$ cat src/rtl/cpu_mem_bridge_pkg.sv
// cpu_mem_bridge_pkg: shared constants and types for the core-to-bus memory bridge.
//   - Bridge FSM state encoding (2 bits) and its width.
//   - Default bus-wait timeout in cycles.
//   - Write-strobe encoding that denotes a read.
//   - Helper that word-aligns a byte address.
package cpu_mem_bridge_pkg;

  localparam int unsigned BRIDGE_STATE_WIDTH = 2;

  typedef enum logic [BRIDGE_STATE_WIDTH-1:0] {
    BRIDGE_IDLE = 2'd0,
    BRIDGE_BUS  = 2'd1,
    BRIDGE_RESP = 2'd2
  } bridge_state_e;

  localparam int unsigned DEFAULT_TIMEOUT_CYCLES = 1024;

  localparam logic [3:0] WSTRB_READ = 4'b0000;

  function automatic logic [31:0] word_align(input logic [31:0] addr);
    return {addr[31:2], 2'b00};
  endfunction

endpackage

$ cat src/rtl/cpu_mem_bridge_bus_timeout_counter.sv
// cpu_mem_bridge_bus_timeout_counter: 16-bit bus-wait counter for the bridge.
// Counts cycles while enabled and flags terminal count at TIMEOUT_CYCLES-1.
// Ports:
//   i_clk, i_resetn : clock, asynchronous active-low reset
//   i_clear         : synchronous clear (has priority over i_enable)
//   i_enable        : increment this cycle
//   o_terminal      : count has reached TIMEOUT_CYCLES-1
// Only instantiated when KIANV_BUS_TIMEOUT_EN is defined.
module cpu_mem_bridge_bus_timeout_counter
  import cpu_mem_bridge_pkg::*;
#(
  parameter int unsigned TIMEOUT_CYCLES = DEFAULT_TIMEOUT_CYCLES
) (
  input  logic i_clk,
  input  logic i_resetn,
  input  logic i_clear,
  input  logic i_enable,
  output logic o_terminal
);

  localparam logic [15:0] TERMINAL = 16'(TIMEOUT_CYCLES - 1);

  logic [15:0] r_count;

  always_ff @(posedge i_clk or negedge i_resetn) begin
    if (!i_resetn) begin
      r_count <= '0;
    end else if (i_clear) begin
      r_count <= '0;
    end else if (i_enable) begin
      r_count <= r_count + 16'd1;
    end
  end

  assign o_terminal = (r_count == TERMINAL);

endmodule

$ cat src/rtl/cpu_mem_bridge.sv
// cpu_mem_bridge: single-beat memory port of the multicycle core to the SoC
// valid/ready bus. One outstanding request; response is a one-cycle pulse.
// Ports:
//   i_clk, i_resetn                  : clock, asynchronous active-low reset
//   i_req_valid/o_req_ready          : request handshake from the control unit
//   i_req_addr/i_req_wdata/i_req_wstrb : request payload (wstrb 0 = read)
//   o_rsp_valid/o_rsp_rdata/o_rsp_error : response pulse, held read data, timeout flag
//   o_busy                           : request outstanding
//   o_bus_valid/i_bus_ready          : bus handshake
//   o_bus_addr/o_bus_wdata/o_bus_wstrb : captured, word-aligned bus payload
//   i_bus_rdata                      : bus read data, valid with i_bus_ready
// Build option: define KIANV_BUS_TIMEOUT_EN to abort a bus wait after
// TIMEOUT_CYCLES cycles with o_rsp_error=1; otherwise the bridge waits forever.
module cpu_mem_bridge
  import cpu_mem_bridge_pkg::*;
#(
  parameter int unsigned TIMEOUT_CYCLES = DEFAULT_TIMEOUT_CYCLES
) (
  input  logic        i_clk,
  input  logic        i_resetn,
  input  logic        i_req_valid,
  output logic        o_req_ready,
  input  logic [31:0] i_req_addr,
  input  logic [31:0] i_req_wdata,
  input  logic [3:0]  i_req_wstrb,
  output logic        o_rsp_valid,
  output logic [31:0] o_rsp_rdata,
  output logic        o_rsp_error,
  output logic        o_busy,
  output logic        o_bus_valid,
  input  logic        i_bus_ready,
  output logic [31:0] o_bus_addr,
  output logic [31:0] o_bus_wdata,
  output logic [3:0]  o_bus_wstrb,
  input  logic [31:0] i_bus_rdata
);

  bridge_state_e r_state, w_state_next;

  logic [31:0] r_bus_addr, w_bus_addr_next;
  logic [31:0] r_bus_wdata, w_bus_wdata_next;
  logic [3:0]  r_bus_wstrb, w_bus_wstrb_next;
  logic [31:0] r_rsp_rdata, w_rsp_rdata_next;
  logic        r_rsp_error, w_rsp_error_next;
  logic        r_rsp_valid, r_bus_valid, r_req_ready, r_busy;
  logic        w_timeout;
  logic [1:0]  w_unused_addr_lsb;

  // Byte offset is dropped: the bus is word addressed, lanes come from wstrb.
  assign w_unused_addr_lsb = i_req_addr[1:0];

`ifdef KIANV_BUS_TIMEOUT_EN
  logic w_cnt_clear, w_cnt_enable;

  // Held clear outside BUS so every bus wait starts counting from zero.
  assign w_cnt_clear  = (r_state != BRIDGE_BUS);
  assign w_cnt_enable = (r_state == BRIDGE_BUS) && !i_bus_ready;

  cpu_mem_bridge_bus_timeout_counter #(
    .TIMEOUT_CYCLES(TIMEOUT_CYCLES)
  ) u_timeout (
    .i_clk     (i_clk),
    .i_resetn  (i_resetn),
    .i_clear   (w_cnt_clear),
    .i_enable  (w_cnt_enable),
    .o_terminal(w_timeout)
  );
`else
  logic [31:0] w_unused_timeout_cycles;
  assign w_unused_timeout_cycles = 32'(TIMEOUT_CYCLES);
  assign w_timeout = 1'b0;
`endif

  always_comb begin
    w_state_next     = r_state;
    w_bus_addr_next  = r_bus_addr;
    w_bus_wdata_next = r_bus_wdata;
    w_bus_wstrb_next = r_bus_wstrb;
    w_rsp_rdata_next = r_rsp_rdata;
    w_rsp_error_next = r_rsp_error;
    unique case (r_state)
      BRIDGE_IDLE: begin
        if (i_req_valid) begin
          w_state_next     = BRIDGE_BUS;
          w_bus_addr_next  = word_align(i_req_addr);
          w_bus_wdata_next = i_req_wdata;
          w_bus_wstrb_next = i_req_wstrb;
        end
      end
      BRIDGE_BUS: begin
        // bus_ready takes priority over a coincident terminal count.
        if (i_bus_ready) begin
          w_state_next     = BRIDGE_RESP;
          w_rsp_rdata_next = i_bus_rdata;
          w_rsp_error_next = 1'b0;
        end else if (w_timeout) begin
          w_state_next     = BRIDGE_RESP;
          w_rsp_rdata_next = '0;
          w_rsp_error_next = 1'b1;
        end
      end
      BRIDGE_RESP: w_state_next = BRIDGE_IDLE;
      default:     w_state_next = BRIDGE_IDLE;
    endcase
  end

  // Handshake outputs are registered from the next state so they are glitch-free
  // and have no combinational path from the bus inputs.
  always_ff @(posedge i_clk or negedge i_resetn) begin
    if (!i_resetn) begin
      r_state     <= BRIDGE_IDLE;
      r_bus_addr  <= '0;
      r_bus_wdata <= '0;
      r_bus_wstrb <= '0;
      r_rsp_rdata <= '0;
      r_rsp_error <= 1'b0;
      r_rsp_valid <= 1'b0;
      r_bus_valid <= 1'b0;
      r_req_ready <= 1'b1;
      r_busy      <= 1'b0;
    end else begin
      r_state     <= w_state_next;
      r_bus_addr  <= w_bus_addr_next;
      r_bus_wdata <= w_bus_wdata_next;
      r_bus_wstrb <= w_bus_wstrb_next;
      r_rsp_rdata <= w_rsp_rdata_next;
      r_rsp_error <= w_rsp_error_next;
      r_rsp_valid <= (w_state_next == BRIDGE_RESP);
      r_bus_valid <= (w_state_next == BRIDGE_BUS);
      r_req_ready <= (w_state_next == BRIDGE_IDLE);
      r_busy      <= (w_state_next != BRIDGE_IDLE);
    end
  end

  assign o_req_ready = r_req_ready;
  assign o_busy      = r_busy;
  assign o_bus_valid = r_bus_valid;
  assign o_bus_addr  = r_bus_addr;
  assign o_bus_wdata = r_bus_wdata;
  assign o_bus_wstrb = r_bus_wstrb;
  assign o_rsp_valid = r_rsp_valid;
  assign o_rsp_rdata = r_rsp_rdata;
  assign o_rsp_error = r_rsp_error;

endmodule

$ cat config.mk
export PLATFORM = sky130hd
export DESIGN_NAME = cpu_mem_bridge
export DESIGN_NICKNAME = d
export VERILOG_FILES = /design/src/rtl/cpu_mem_bridge_pkg.sv /design/src/rtl/cpu_mem_bridge_bus_timeout_counter.sv /design/src/rtl/cpu_mem_bridge.sv
export SDC_FILE = /design/constraint.sdc
export NUM_CORES = 1
export LEC_CHECK = 0
export ABC_AREA = 1
export ABC_CLOCK_PERIOD_IN_PS = 1100
export BUFFER_PORTS_ARGS = -buffer_cell sky130_fd_sc_hd__buf_4
export CAP_MARGIN = 20
export CELL_PAD_IN_SITES_DETAIL_PLACEMENT = 0
export CELL_PAD_IN_SITES_GLOBAL_PLACEMENT = 1
export CORE_MARGIN = 5
export CORE_UTILIZATION = 29
export CTS_CLUSTER_SIZE = 8
export DETAILED_ROUTE_END_ITERATION = 7
export HOLD_SLACK_MARGIN = 0.05
export PLACE_DENSITY_LB_ADDON = 0.2
export SLEW_MARGIN = 15
export SYNTH_ARGS = -nofsm -noshare
export SYNTH_HDL_FRONTEND = slang
export SYNTH_HIERARCHICAL = 1
export SYNTH_SLANG_ARGS = --single-unit
$ cat constraint.sdc
create_clock -name i_clk -period 1.1 [get_ports i_clk]
set_input_delay 0.11 -clock i_clk [delete_from_list [all_inputs] [get_ports i_clk]]
set_output_delay 0.11 -clock i_clk [all_outputs]
set_load 0.05 [all_outputs]
==> results.md <==
- Total grt overflow: 0
- Maxcap violations: 0
- Final Util: 0.550
- Drt initial violations: 155
- Routed vias: 4267
- Kind of critical path: reg -> reg
- Antenna Violating Nets Remaining: 0
- Status: finished, violations left
- Final setup margin: -87.0 ps
- Row count: 43
- Yosys reg bits: 104
- Drt total wl: 14800 um
- Filler cells: 1216
- Antenna cells: 0
- H-tree level count: 3
- Power Density: 2990 nW/um^2
- Initial core utilization: 0.297
- Fraction of layout cells with a size suffix above 1: 0.397
- Cells after synthesis: 448
- Post-synthesis sequential area ratio: 0.630
- Largest net degree at the start of global routing: 54
- First-pass GRT wire length: 22400 um
- Cell variety after synth: 16
- IO Pins: 209
- Worst hold path type: in -> reg
- Clk root buf: clkbuf_16
- Dpl hpwl: 9210 um
- Number of global-route vias before repair: 4436
- Clock Skews: 6.14 ps
- F_max: 842 MHz
- Cell leakage power: 4.00 nW
- Setup violations, final: 101
- Tot GR Track Use: 0.169
- Cts bufs inserted: 9
- WHS: 70.7 ps
- Layout area overhead: 85.4%
- Die Y: 129 um
- Yosys warns: 6
- CP endpoint kind: flop
- Clock Latency Late Sink: 350 ps
- Min cycle time layout: 1190 ps
- Failing checks: setup timing
- Final Max Tran Viols: 0
- Worst-path fanout max: 8
- Most frequent cells in the layout: 201 x buf_4, 149 x nand2_1, 102 x dfrtp_1
- CTS tree: done
- Clk pin slew, worst setup/hold paths: 70 ps
- RSZ-0062 raised after global routing: true
- I/O Buffers: 203
- Die X: 129 um
- # clock sinks: 104
- Via density: 4.55
- Hold Vio Cnt, Final: 0
- WP data arrival: 1430 ps
- Drt pass-1 iters: 4
- Critical Path RT: 1340 ps
- Crit share post-route: 1.08
- Clock Tree Buf Depth: 2
- Setup TNS: -4020 ps
- Mapped cell area: 4130 sq um
- VDD IR max: 0.00157 V
- Core ar.: 13900 sq um
- Nets: 857
- # DRC: 0
- Crit start category: flop
- Routability cong.: 0.756
- Place WS: -41.6 ps
- Syn_area_per_cell: 9.23 sq um
- Initial antenna violation count: 0
- Die area: 16700 sq um
- Commonest non-fill, non-tap cell in the layout: buf_4
- Wire length per cell: 15.8 um
==> cell usage after synthesis <==
cell	count	area (sq um)
nand2_2	1	6.26
conb_1	1	3.75
dfstp_2	1	26.3
nand3_1	67	335
nand4_1	32	200
inv_2	1	3.75
buf_4	8	60.1
dfrtp_1	103	2580
nand2_1	198	743
buf_6	2	22.5
inv_1	3	11.3
clkbuf_1	11	41.3
o21ai_0	2	10.0
buf_1	3	11.3
nor2_4	1	11.3
buf_2	14	70.1
==> where the power goes <==
group	total, mW	internal (mW)	switching, mW
clock network	3.11	1.72	1.39
logic	13.1	4.23	8.89
registers	6.73	5.51	1.22
total	23.0	11.5	11.5
==> worst max-delay path: stages (launching register included) <==
cell and delay (ps):
dfrtp_1 410, inv_2 120, nand3_4 180, clkbuf_16 240, nand2_1 70, nand2_1 50
==> worst paths after layout <==
check | endpoint | depth (start not counted) | startpoint | slack [ps]
worst max-delay path | o_rsp_rdata[8] | 5 | r_state[1] | -90
worst min-delay path | o_rsp_rdata[16] | 3 | i_bus_rdata[16] | 70
worst max register to register | o_rsp_rdata[8] | 5 | r_state[1] | -90
worst min register to register | o_bus_addr[5] | 2 | o_bus_addr[5] | 470
max in group asynchronous | o_bus_wstrb[0] | 3 | i_resetn | 420
min in group asynchronous | o_rsp_rdata[10] | 2 | i_resetn | 200
==> per-stage QoR <==
| step | instances | power, mW | area (sq um) |
|---|---|---|---|
| after detailed placement | 814 | 18.5 | 5940 |
| after CTS | 928 | 22.0 | 7220 |
| after floorplan | 450 | 14.4 | 4150 |
| after global routing | 938 | 24.1 | 7660 |
| after global placement | 814 | 18.4 | 5940 |
| final | 938 | 23.0 | 7660 |
==> cell type report <==
type | instances | area, sq um | share of cell area
multi-input cells | 304 | 1520 | 0.198
well taps | 180 | 225 | 0.0294
inverters | 4 | 15.0 | 0.00196
flip-flops and latches | 104 | 2610 | 0.340
clock buffers | 14 | 274 | 0.0357
repair buffers | 330 | 3020 | 0.393
clock inverters | 2 | 12.5 | 0.00163
==> cell families (layout without fill, tap and decap cells) <==
group                  after synthesis  count (layout)  share of synthesized area
AOI/OAI and AO/OA                    2               2                    0.00242
buffers and inverters               42             350                     0.0533
DFF                                104             104                      0.630
other                                1               3                   0.000907
and+or+nand+nor                    299             299                      0.314
==> sequential cells by signal, indices dropped and copies added (netlist names) <==
name / cells
o_req_ready: 1
o_bus_addr: 30
o_bus_wdata: 32
o_rsp_valid: 1
o_bus_valid: 1
r_state: 2
o_bus_wstrb: 4
o_rsp_rdata: 32
o_busy: 1
==> layer usage <==
layer | track usage | part of all wire | up-vias
li1 | - | - | 2060
met1 | 0.201 | 0.38 | 2025
met2 | 0.286 | 0.50 | 161
met3 | 0.0622 | 0.098 | 21
met4 | 0.0506 | 0.018 | 0
met5 | 0 | 0 | -
==> what timing repair did <==
item,CTS,global route
endpoints found under the hold margin,201,0
pin swaps,0,1
setup buffers,0,3
hold buffers,98,0
resized for setup,2,82
cloned,0,7
endpoints found under the setup margin,68,99
Power figures use the tool's default switching activity.
